File: config.mk
export PLATFORM = sky130hd
export DESIGN_NAME = ps2_keyevent_rx
export DESIGN_NICKNAME = d
export VERILOG_FILES = /design/src/rtl/ps2_keyevent_rx.sv
export SDC_FILE = /design/constraint.sdc
export NUM_CORES = 1
export LEC_CHECK = 0
export BUFFER_PORTS_ARGS = -buffer_cell sky130_fd_sc_hd__clkbuf_2
export CAP_MARGIN = 20
export CORE_UTILIZATION = 40
export DETAILED_ROUTE_END_ITERATION = 10
export GPL_TIMING_DRIVEN = 0
export PLACE_DENSITY = 0.66
export RECOVER_POWER = 25
export SYNTH_ARGS = -nofsm -noshare
export SYNTH_HDL_FRONTEND = slang
export SYNTH_SLANG_ARGS = --single-unit
File: constraint.sdc
create_clock -name clk -period 2.7 [get_ports clk]
set_clock_uncertainty 0.05 [all_clocks]
set_input_delay 0.135 -clock clk [delete_from_list [all_inputs] [get_ports clk]]
set_output_delay 0.135 -clock clk [all_outputs]
set_load 0.05 [all_outputs]
File: src/rtl/ps2_keyevent_rx.sv
// ps2_keyevent_rx: PS/2 keyboard receiver with prefix folding and event FIFO.
// The pins are synchronised and 11-bit frames are deframed with an inter-bit
// timeout. E0/F0 prefixes are folded into one {ext, brk, code} event, and
// events are queued in a show-ahead FIFO with a valid/ready interface.
// Optional feature macro: PS2_PARITY_CHECK_EN (odd parity enforced at STOP).
//
// state     | meaning
// ----------+---------------------------------------------------------
// ST_IDLE   | waiting for a start bit (fall with data=0)
// ST_DATA   | shifting in 8 data bits, LSB first
// ST_PARITY | sampling the parity bit
// ST_STOP   | checking the stop bit, then handing the byte to decode
module ps2_keyevent_rx #(
  parameter int SYNC_STAGES = 3,
  parameter int TIMEOUT_CYC = 50000,
  parameter int FIFO_AW     = 3
) (
  input  logic       clk,
  input  logic       rst_n,
  input  logic       ps2_clk,
  input  logic       ps2_data,
  output logic       evt_valid,
  input  logic       evt_ready,
  output logic [7:0] evt_code,
  output logic       evt_ext,
  output logic       evt_break,
  output logic       frame_err,
  output logic       fifo_ovf
);

  localparam int DEPTH = 1 << FIFO_AW;
  localparam int TW    = $clog2(TIMEOUT_CYC + 1);
  localparam logic [TW-1:0] TMO_LAST = TW'(TIMEOUT_CYC - 1);

  typedef enum logic [1:0] {ST_IDLE, ST_DATA, ST_PARITY, ST_STOP} state_t;

  logic [SYNC_STAGES-1:0] clk_sync_q, data_sync_q;
  logic                   fall, data_bit;

  state_t        state_q, state_d;
  logic [2:0]    bit_cnt_q, bit_cnt_d;
  logic [7:0]    shift_q, shift_d;
  logic [TW-1:0] tmo_q, tmo_d;
  logic [7:0]    byte_q, byte_d;
  logic          good_q, good_d;
  logic          ferr_q, ferr_d;
  logic          par_ok;
`ifdef PS2_PARITY_CHECK_EN
  logic          par_q, par_d;
`endif

  logic          ext_q, ext_d, brk_q, brk_d;
  logic          push;
  logic [9:0]    push_data;

  logic [9:0]         mem_q [DEPTH];
  logic [FIFO_AW-1:0] wr_ptr_q, wr_ptr_d, rd_ptr_q, rd_ptr_d;
  logic [FIFO_AW:0]   cnt_q, cnt_d;
  logic               ovf_q, ovf_d;
  logic               pop, full, do_push;

  // Pin synchronisers; reset to the idle-high line level so no false fall
  always_ff @(posedge clk) begin
    if (!rst_n) begin
      clk_sync_q  <= '1;
      data_sync_q <= '1;
    end else begin
      clk_sync_q  <= {clk_sync_q[SYNC_STAGES-2:0], ps2_clk};
      data_sync_q <= {data_sync_q[SYNC_STAGES-2:0], ps2_data};
    end
  end

  assign fall     = clk_sync_q[SYNC_STAGES-1] & ~clk_sync_q[SYNC_STAGES-2];
  assign data_bit = data_sync_q[SYNC_STAGES-2];

`ifdef PS2_PARITY_CHECK_EN
  assign par_ok = ^{shift_q, par_q};
`else
  assign par_ok = 1'b1;
`endif

  // Deframer state register, timeout counter and decoded-byte handoff
  always_ff @(posedge clk) begin
    if (!rst_n) begin
      state_q   <= ST_IDLE;
      bit_cnt_q <= '0;
      shift_q   <= '0;
      tmo_q     <= '0;
      byte_q    <= '0;
      good_q    <= 1'b0;
      ferr_q    <= 1'b0;
`ifdef PS2_PARITY_CHECK_EN
      par_q     <= 1'b0;
`endif
    end else begin
      state_q   <= state_d;
      bit_cnt_q <= bit_cnt_d;
      shift_q   <= shift_d;
      tmo_q     <= tmo_d;
      byte_q    <= byte_d;
      good_q    <= good_d;
      ferr_q    <= ferr_d;
`ifdef PS2_PARITY_CHECK_EN
      par_q     <= par_d;
`endif
    end
  end

  // Deframer next state: advances only on falls; timeout wins over a fall
  always_comb begin
    state_d   = state_q;
    bit_cnt_d = bit_cnt_q;
    shift_d   = shift_q;
    byte_d    = byte_q;
    good_d    = 1'b0;
    ferr_d    = 1'b0;
    tmo_d     = tmo_q + 1'b1;
`ifdef PS2_PARITY_CHECK_EN
    par_d     = par_q;
`endif
    if (state_q == ST_IDLE || fall) begin
      tmo_d = '0;
    end
    if (state_q != ST_IDLE && tmo_q == TMO_LAST) begin
      state_d = ST_IDLE;
      ferr_d  = 1'b1;
      tmo_d   = '0;
    end else if (fall) begin
      case (state_q)
        ST_IDLE: begin
          if (!data_bit) begin
            state_d   = ST_DATA;
            bit_cnt_d = '0;
          end
        end
        ST_DATA: begin
          shift_d   = {data_bit, shift_q[7:1]};
          bit_cnt_d = bit_cnt_q + 3'd1;
          if (bit_cnt_q == 3'd7) begin
            state_d = ST_PARITY;
          end
        end
        ST_PARITY: begin
`ifdef PS2_PARITY_CHECK_EN
          par_d = data_bit;
`endif
          state_d = ST_STOP;
        end
        ST_STOP: begin
          state_d = ST_IDLE;
          if (data_bit && par_ok) begin
            good_d = 1'b1;
            byte_d = shift_q;
          end else begin
            ferr_d = 1'b1;
          end
        end
        default: state_d = ST_IDLE;
      endcase
    end
  end

  // Prefix flag register
  always_ff @(posedge clk) begin
    if (!rst_n) begin
      ext_q <= 1'b0;
      brk_q <= 1'b0;
    end else begin
      ext_q <= ext_d;
      brk_q <= brk_d;
    end
  end

  // Prefix folding: E0/F0 arm flags, any other byte emits an event
  always_comb begin
    ext_d     = ext_q;
    brk_d     = brk_q;
    push      = 1'b0;
    push_data = {ext_q, brk_q, byte_q};
    if (ferr_q) begin
      ext_d = 1'b0;
      brk_d = 1'b0;
    end else if (good_q) begin
      if (byte_q == 8'hE0) begin
        ext_d = 1'b1;
      end else if (byte_q == 8'hF0) begin
        brk_d = 1'b1;
      end else begin
        push  = 1'b1;
        ext_d = 1'b0;
        brk_d = 1'b0;
      end
    end
  end

  assign pop     = evt_ready & (cnt_q != '0);
  assign full    = (cnt_q == (FIFO_AW+1)'(DEPTH));
  assign do_push = push & (~full | pop);

  // FIFO pointer/count next state; a pop frees the slot a full push needs
  always_comb begin
    wr_ptr_d = wr_ptr_q;
    rd_ptr_d = rd_ptr_q;
    cnt_d    = cnt_q;
    ovf_d    = push & full & ~pop;
    if (do_push) begin
      wr_ptr_d = wr_ptr_q + 1'b1;
    end
    if (pop) begin
      rd_ptr_d = rd_ptr_q + 1'b1;
    end
    case ({do_push, pop})
      2'b10:   cnt_d = cnt_q + 1'b1;
      2'b01:   cnt_d = cnt_q - 1'b1;
      default: cnt_d = cnt_q;
    endcase
  end

  // FIFO control registers
  always_ff @(posedge clk) begin
    if (!rst_n) begin
      wr_ptr_q <= '0;
      rd_ptr_q <= '0;
      cnt_q    <= '0;
      ovf_q    <= 1'b0;
    end else begin
      wr_ptr_q <= wr_ptr_d;
      rd_ptr_q <= rd_ptr_d;
      cnt_q    <= cnt_d;
      ovf_q    <= ovf_d;
    end
  end

  // FIFO storage; contents need no reset because the head is gated by valid
  always_ff @(posedge clk) begin
    if (do_push) begin
      mem_q[wr_ptr_q] <= push_data;
    end
  end

  assign evt_valid = (cnt_q != '0);
  assign {evt_ext, evt_break, evt_code} = evt_valid ? mem_q[rd_ptr_q] : 10'd0;
  assign frame_err = ferr_q;
  assign fifo_ovf  = ovf_q;

endmodule
==> results of run 1 <==
## layer usage
layer	GRT usage (%)	up-vias	part of all wire, %	wire, um
met2	27.27	58	52	5529
met4	6.019	0	1.2	129
met3	5.028	11	4.0	425
met5	0	-	0	0
li1	-	1631	-	-
met1	18.97	1660	43	4515
## stage by stage
stage | setup TNS [ns] | cells | hold WS (ns)
final | 0 | 651 | 0.06773
after floorplan | 0 | 414 | 0.1865
after global placement | -25.44 | 611 | 0.2653
after detailed placement | -1.737 | 616 | 0.2692
after CTS | -1.826 | 650 | 0.05020
after global routing | -0.3769 | 651 | 0.07611
## worst min path at each step
stage / startpoint / end / slack, ns
floorplan: ps2_clk / clk_sync_q[0] / 0.19
global placement: ps2_clk / clk_sync_q[0] / 0.27
detailed placement: ps2_clk / clk_sync_q[0] / 0.27
CTS: evt_ready / rd_ptr_q[1] / 0.05
global route: evt_ready / rd_ptr_q[1] / 0.08
finish: evt_ready / register / 0.07
## cell usage after synthesis, types with 3 or more instances
cell type  count  area (um2)
a21oi_1       11       55.05
clkbuf_1       8       30.03
dfxtp_1       60        1201
edfxtp_1      80        2402
ha_1          11       137.6
inv_1         11       41.29
mux2i_1       37       370.4
mux4_2        20       450.4
nand2_1       42       157.7
nand2b_1      10       62.56
nand3_1       11       55.05
nand4_1        4       25.02
nor2_1        37       138.9
nor3_1         5       25.02
nor4_1         3       18.77
o21ai_0        9       45.04
or3_1          7       43.79
xnor2_1        8       70.07
xor2_1         5       43.79
## registers in the layout, summed over array words and instances, names as in the netlist, 2 cells and up, named ones only
name         cells
tmo_q           16
rd_ptr_q         3
data_sync_q      2
cnt_q            4
mem_q           80
clk_sync_q       3
state_q          2
shift_q          8
wr_ptr_q         3
byte_q           8
bit_cnt_q        3
## area by class of cell
class | instances | area [um2] | share of cell area (%)
plain buffers | 14 | 70.07 | 1.045
well taps | 180 | 225.2 | 3.359
multi-input cells | 248 | 2026 | 30.21
repair buffers | 25 | 163.9 | 2.444
flip-flops and latches | 140 | 3603 | 53.74
clock inverters | 15 | 146.4 | 2.183
clock buffers | 17 | 425.4 | 6.344
inverters | 12 | 45.04 | 0.6718
## placed cells by master (no fill, tap or decap), types with 3 or more instances in the layout
cell       synthesis  layout
a21oi_1           11      10
buf_4              2       4
buf_6              1       5
clkbuf_1           8       9
clkbuf_16          0      17
clkbuf_2           0      16
clkinv_1           1       4
clkinv_2           0       3
clkinv_4           0       3
dfxtp_1           60      60
edfxtp_1          80      80
ha_1              11      11
inv_1             11      11
inv_6              0       3
mux2i_1           37      37
mux4_2            20      20
nand2_1           42      42
nand2b_1          10      10
nand3_1           11      11
nand4_1            4       4
nor2_1            37      34
nor2_2             0       3
nor3_2             0       4
o21ai_0            9       8
or3_1              7       7
xnor2_1            8       8
xor2_1             5       5
## tightest hold or removal path, cell delays in order
cell and delay [ns]:
clkbuf_2 0.13, nand2_1 0.08, nand2_1 0.07, a21oi_1 0.07
## logic make-up (layout without fill, tap and decap cells)
logic type	count (synthesis)	in the layout	share of synthesized area, %
fa+ha+maj	12	12	2.769
buf+inv	26	83	2.021
xor+xnor	13	13	2.000
simple gates	134	134	11.47
mux	57	57	14.41
flops	140	140	63.28
compound gates	32	32	4.043
## power breakdown
part           switching, W  internal (W)  leakage, nW
Clock              0.000867       0.00135        0.280
Combinational     0.0000219     0.0000106        0.885
Sequential       0.00000164       0.00223         1.24
## timing repair
action / 4_1_cts / 5_1_grt
hold buffers: 2 / 0
endpoints found under the setup margin: 36 / 21
hold endpoints to repair: 2 / 0
gates resized for setup: 2 / 6
setup buffers: 0 / 0
pin swaps: 0 / 0
==> qor.csv, run 1 <==
stage;metric;value;unit
logic_synthesis;Seq cells post-synth;140;
cts;H-Tree Depth;4;
logic_synthesis;Yosys Warn Count;0;
grt;first-pass GRT wire length;17260;um
logic_synthesis;Syn Std Cell Area;5694;um2
layout;filler instances;1191;
grt;grt ovf;0;
logic_synthesis;predominant post-synthesis flop cell;edfxtp_1;
critical_path;critical path endpoint;mem_q[5][9];
logic_synthesis;Mapped Cells;414;
drt;Post-route DRC;0;
timing;Slew @ Worst Pin;0.9002;ns
flow_run;Max-Cap Viols;0;
power;leakage;2.405;nW
logic_synthesis;Synth Area per Inst;13.75;um2
logic_synthesis;synthesized net count;431;
critical_path;Crit path max-delay family;simple AND/OR/NAND/NOR gates;
floorplan;die area;14720;um2
critical_path;CP bufs+invs;1;
critical_path;CP startpoint kind;register;
layout;utilization after layout;48.31;%
logic_synthesis;post-synthesis sequential area ratio;63.28;%
grt;initial antenna violation count;0;
hold_path;worst hold path type;input pin to register;
critical_path;Arr. time, crit path;2.53;ns
cts;Clock Pin Slew Worst Setup and Hold Paths;0.06;ns
floorplan;Top Ports;18;
timing;Setup WS post-layout;0.1680;ns
layout;fin nets;475;
drt;routed via count;3360;
cts;clk root buf;clkbuf_16;
logic_synthesis;number of flops mapped to enable cells by yosys;80;
timing;Final Max Slew Viols;0;
critical_path;Reg2Reg Setup Slack;0.17;ns
drt;drt wl/cell;16.28;um
drt;number of DRC markers in iteration 0;244;
cts;Longest Clk Path Bufs;2;
critical_path;CP Depth;5;
power;Pwr Total;0.004490;W
critical_path;crit-path cells;nand4bb_1, o21a_1, clkbuf_1, nand3_1, nor2_2;
layout;layout cell share with drive strength beyond 1;19.32;%
timing;Tcrit/Tclk final;93.78;%
logic_synthesis;fraction of registers with async set/reset;0;%
grt;Tot GR Track Use;16.07;%
critical_path;reg2reg end;mem_q[5][9];
cts;CTS tree;built;
run_status;status;completed;
critical_path;crit path capture type;register;
drt;drt first pass iters;6;
floorplan;Rows;43;
critical_path;Worst Setup SP;byte_q[2];
floorplan;initial core utilization;41.02;%
critical_path;Setup CP Type;register to register;
floorplan;Chip Height;121.3;um
timing;Hold Fails Final Rpt;0;
drt;final WL;10600;um
place;Placer Congestion;0.7981;
critical_path;Worst path slowest cell;nor2_2;
critical_path;reg-to-reg startpoint;byte_q[2];
drt;remaining antenna violation count;0;
critical_path;CP max FO;10;
layout;post-layout instance area;6705;um2
grt;largest net degree at the start of global routing;17;
power;VDD IR-drop max;0.4227;mV
floorplan;Die Wd;121.3;um
timing;final setup vio count;0;
place;port buffer count;17;
hold_path;worst hold stages;4;
timing;Max-Slew Margin vs Limit;39.99;%
cts;clk sinks;140;
critical_path;Worst path max stage delay;0.65;ns
critical_path;Crit path required time;2.69;ns
power;Power Density;669.7;nW/um2
timing;RSZ-0062 raised after global routing;yes;
floorplan;core area;13880;um2
critical_path;cell count of the worst reg-to-reg path;5;
logic_synthesis;post-synth cell types;45;
grt;vias in the first global route;3406;
timing;Fmax achieved;394.9;MHz
place;dpl hpwl;7026;um
cts;Worst-Skew Late Latency;0.41;ns
cts;Num CTS Buffers;17;
drt;Vias/cell;5.161;
layout;Layout Area Growth over Synthesis;17.75;%
layout;ANT cells;0;
place;Cell Area, Placed;6083;um2
place;Place WS;-0.1821;ns
timing;crit path time final;2.532;ns
Note: power is estimated with default switching activity, not from simulation.
==> inputs of run 2 (changes only) <==
--- a/config.mk
+++ b/config.mk
@@ -7,10 +7,10 @@
 export LEC_CHECK = 0
 export BUFFER_PORTS_ARGS = -buffer_cell sky130_fd_sc_hd__clkbuf_2
 export CAP_MARGIN = 20
-export CORE_UTILIZATION = 40
+export CORE_UTILIZATION = 44
 export DETAILED_ROUTE_END_ITERATION = 10
 export GPL_TIMING_DRIVEN = 0
-export PLACE_DENSITY = 0.66
+export PLACE_DENSITY = 0.71
 export RECOVER_POWER = 25
 export SYNTH_ARGS = -nofsm -noshare
 export SYNTH_HDL_FRONTEND = slang
==> constraint.sdc (replaced) <==
create_clock -name clk -period 2.3 [get_ports clk]
set_clock_uncertainty 0.05 [all_clocks]
set_input_delay 0.115 -clock clk [delete_from_list [all_inputs] [get_ports clk]]
set_output_delay 0.115 -clock clk [all_outputs]
set_load 0.05 [all_outputs]
==> run 2 against run 1 <==
Via count about the same. Sequential power increased by 17%. Final cell count decreased by 0.77%. Worst hold slack got worse by 0.025 ns. Critical path depth increased by 4. Cell area increased by 3.6%. Sequential share of layout area decreased by 1.7 points. Total power increased by 19%. Setup slack got worse by 0.11 ns. Global-route usage increased by 0.94 points. Non-clock buffer count increased by 3. Utilization increased by 6.7 points.
==> qor.csv, run 2 (synthesis results as in run 1) <==
stage;metric;value;unit
critical_path;Reg2Reg Setup Slack;0.06;ns
critical_path;CP max FO;10;
layout;biggest regs;mem_q: 80 flops, tmo_q: 16 flops;
critical_path;Crit path required time;2.54;ns
power;Power Density;769.0;nW/um2
floorplan;Top Ports;18;
layout;utilization after layout;55.05;%
critical_path;crit path capture type;register;
critical_path;Crit path max-delay family;simple AND/OR/NAND/NOR gates;
timing;Tcrit/Tclk final;97.51;%
grt;vias in the first global route;3293;
layout;most common cell after layout, fill and taps aside;edfxtp_1;
cts;CTS tree;built;
place;dpl hpwl;6738;um
critical_path;crit-path cells;or3b_4, o21ai_4, nand2_1, inv_1, ha_1, a21o_1, a21oi_4, nand4b_1, nand4_1;
floorplan;initial core utilization;45.12;%
run_status;status;completed;
drt;drt wl/cell;16.20;um
layout;commonest non-fill, non-tap cells in the layout;edfxtp_1 (80), dfxtp_1 (54), nand2_1 (41), mux2i_1 (37), nor2_1 (34);
layout;Layout Area Growth over Synthesis;22.00;%
layout;most flop-heavy register;mem_q;
hold_path;worst hold path type;input pin to register;
floorplan;core area;12620;um2
layout;Cell Count, Final, Fillers Out;646;
grt;Tot GR Track Use;17.01;%
flow_run;Max-Cap Viols;0;
cts;clk sinks;140;
drt;final WL;10470;um
layout;filler instances;1018;
grt;largest net degree at the start of global routing;17;
critical_path;cell count of the worst reg-to-reg path;9;
cts;Clock Pin Slew Worst Setup and Hold Paths;0.06;ns
drt;number of DRC markers in iteration 0;202;
grt;initial antenna violation count;0;
critical_path;CP bufs+invs;1;
power;VDD IR-drop max;0.5178;mV
timing;Hold Fails Final Rpt;0;
timing;Fmax achieved;445.9;MHz
cts;clk root buf;clkbuf_16;
timing;final setup vio count;0;
floorplan;Die Wd;115.8;um
cts;Num CTS Buffers;17;
power;leakage;2.516;nW
critical_path;Arr. time, crit path;2.49;ns
timing;Max-Slew Margin vs Limit;52.69;%
drt;routed via count;3361;
timing;RSZ-0062 raised after global routing;yes;
timing;total negative slack;0;ns
critical_path;Setup CP Type;register to register;
timing;Slew @ Worst Pin;0.7087;ns
drt;remaining antenna violation count;0;
place;port buffer count;17;
cts;Longest Clk Path Bufs;2;
layout;layout cell share with drive strength beyond 1;23.42;%
floorplan;Chip Height;115.8;um
layout;fin nets;478;
layout;max reg flops;80;
critical_path;CP startpoint kind;register;
layout;ANT cells;0;
place;Placer Congestion;0.7659;
place;Post-Place Cells;604;
cts;H-Tree Depth;4;
drt;Vias/cell;5.203;
timing;hold_ws;0.04286;ns
floorplan;Rows;41;
drt;Post-route DRC;0;
timing;crit path time final;2.243;ns
critical_path;Worst path slowest cell;or3b_4;
grt;first-pass GRT wire length;16700;um
grt;grt ovf;0;
timing;Final Max Slew Viols;0;
critical_path;CP Depth;9;
critical_path;Worst path max stage delay;0.43;ns
hold_path;worst hold stages;3;
floorplan;die area;13400;um2
drt;drt first pass iters;4;
cts;Worst-Skew Late Latency;0.41;ns
## run 2: cell count changes in the layout (fill, tap and decap cells not counted), sizes merged
cell / delta
clkbuf: +4
buf: +4
clkinv: -4
inv: -2
clkinvlp: +1
## run 2: repair_timing
item | 4_1_cts | 5_1_grt
setup endpoints to repair | 93 | 78
hold endpoints to repair | 2 | 0
buffers inserted | 9 | 1
pin swaps | 8 | 1
gates resized for setup | 24 | 15
hold buffers | 2 | 0
## run 2: area by class of cell
type | count | area, um2 | area share (%)
inverter | 12 | 45.04 | 0.6484
buffer | 12 | 85.08 | 1.225
multi-input combinational | 248 | 2110 | 30.37
clock inverter | 10 | 116.4 | 1.675
sequential | 140 | 3613 | 52.02
tap | 172 | 215.2 | 3.098
clock buffer | 22 | 474.2 | 6.826
timing repair buffer | 30 | 287.8 | 4.143
## run 2: worst paths after layout
| path | to | from |
|---|---|---|
| min | tmo_q[14] | rst_n |
| min reg2reg | data_sync_q[1] | data_sync_q[0] |
| max | cnt_q[3] | byte_q[7] |
| max reg2reg | cnt_q[3] | byte_q[7] |
## run 2: metal layers
metal	global-route usage [%]	share of wire [%]	vias to the layer above
met5	0	0	-
met1	20.66	45	1661
met4	6.581	1.1	0
met2	28.73	51	52
li1	-	-	1636
met3	4.864	2.9	12
## run 2: stage by stage
step                total power, W  setup WS [ns]  area, um2
floorplan                 0.002700        -0.1152       5705
global placement          0.002714        -0.7730       6006
detailed placement        0.002714        -0.5955       6028
CTS                       0.005384       0.009322       6882
global route              0.005497      -0.002241       6947
finish                    0.005342        0.05724       6947
## run 2: worst register-to-register path, stage by stage (launching register included)
cell and delay (ns):
dfxtp_4 0.40, or3b_4 0.43, o21ai_4 0.19, nand2_1 0.11, inv_1 0.10, ha_1 0.23
a21o_1 0.21, a21oi_4 0.18, nand4b_1 0.14, nand4_1 0.09
## run 2: report_power, final
group | switching [W] | total [W] | internal (W) | leakage (nW)
logic | 0.0000261 | 0.0000391 | 0.0000130 | 0.948
registers | 0.00000199 | 0.00262 | 0.00262 | 1.28
clock network | 0.000997 | 0.00268 | 0.00168 | 0.286
total | 0.00103 | 0.00534 | 0.00432 | 2.52
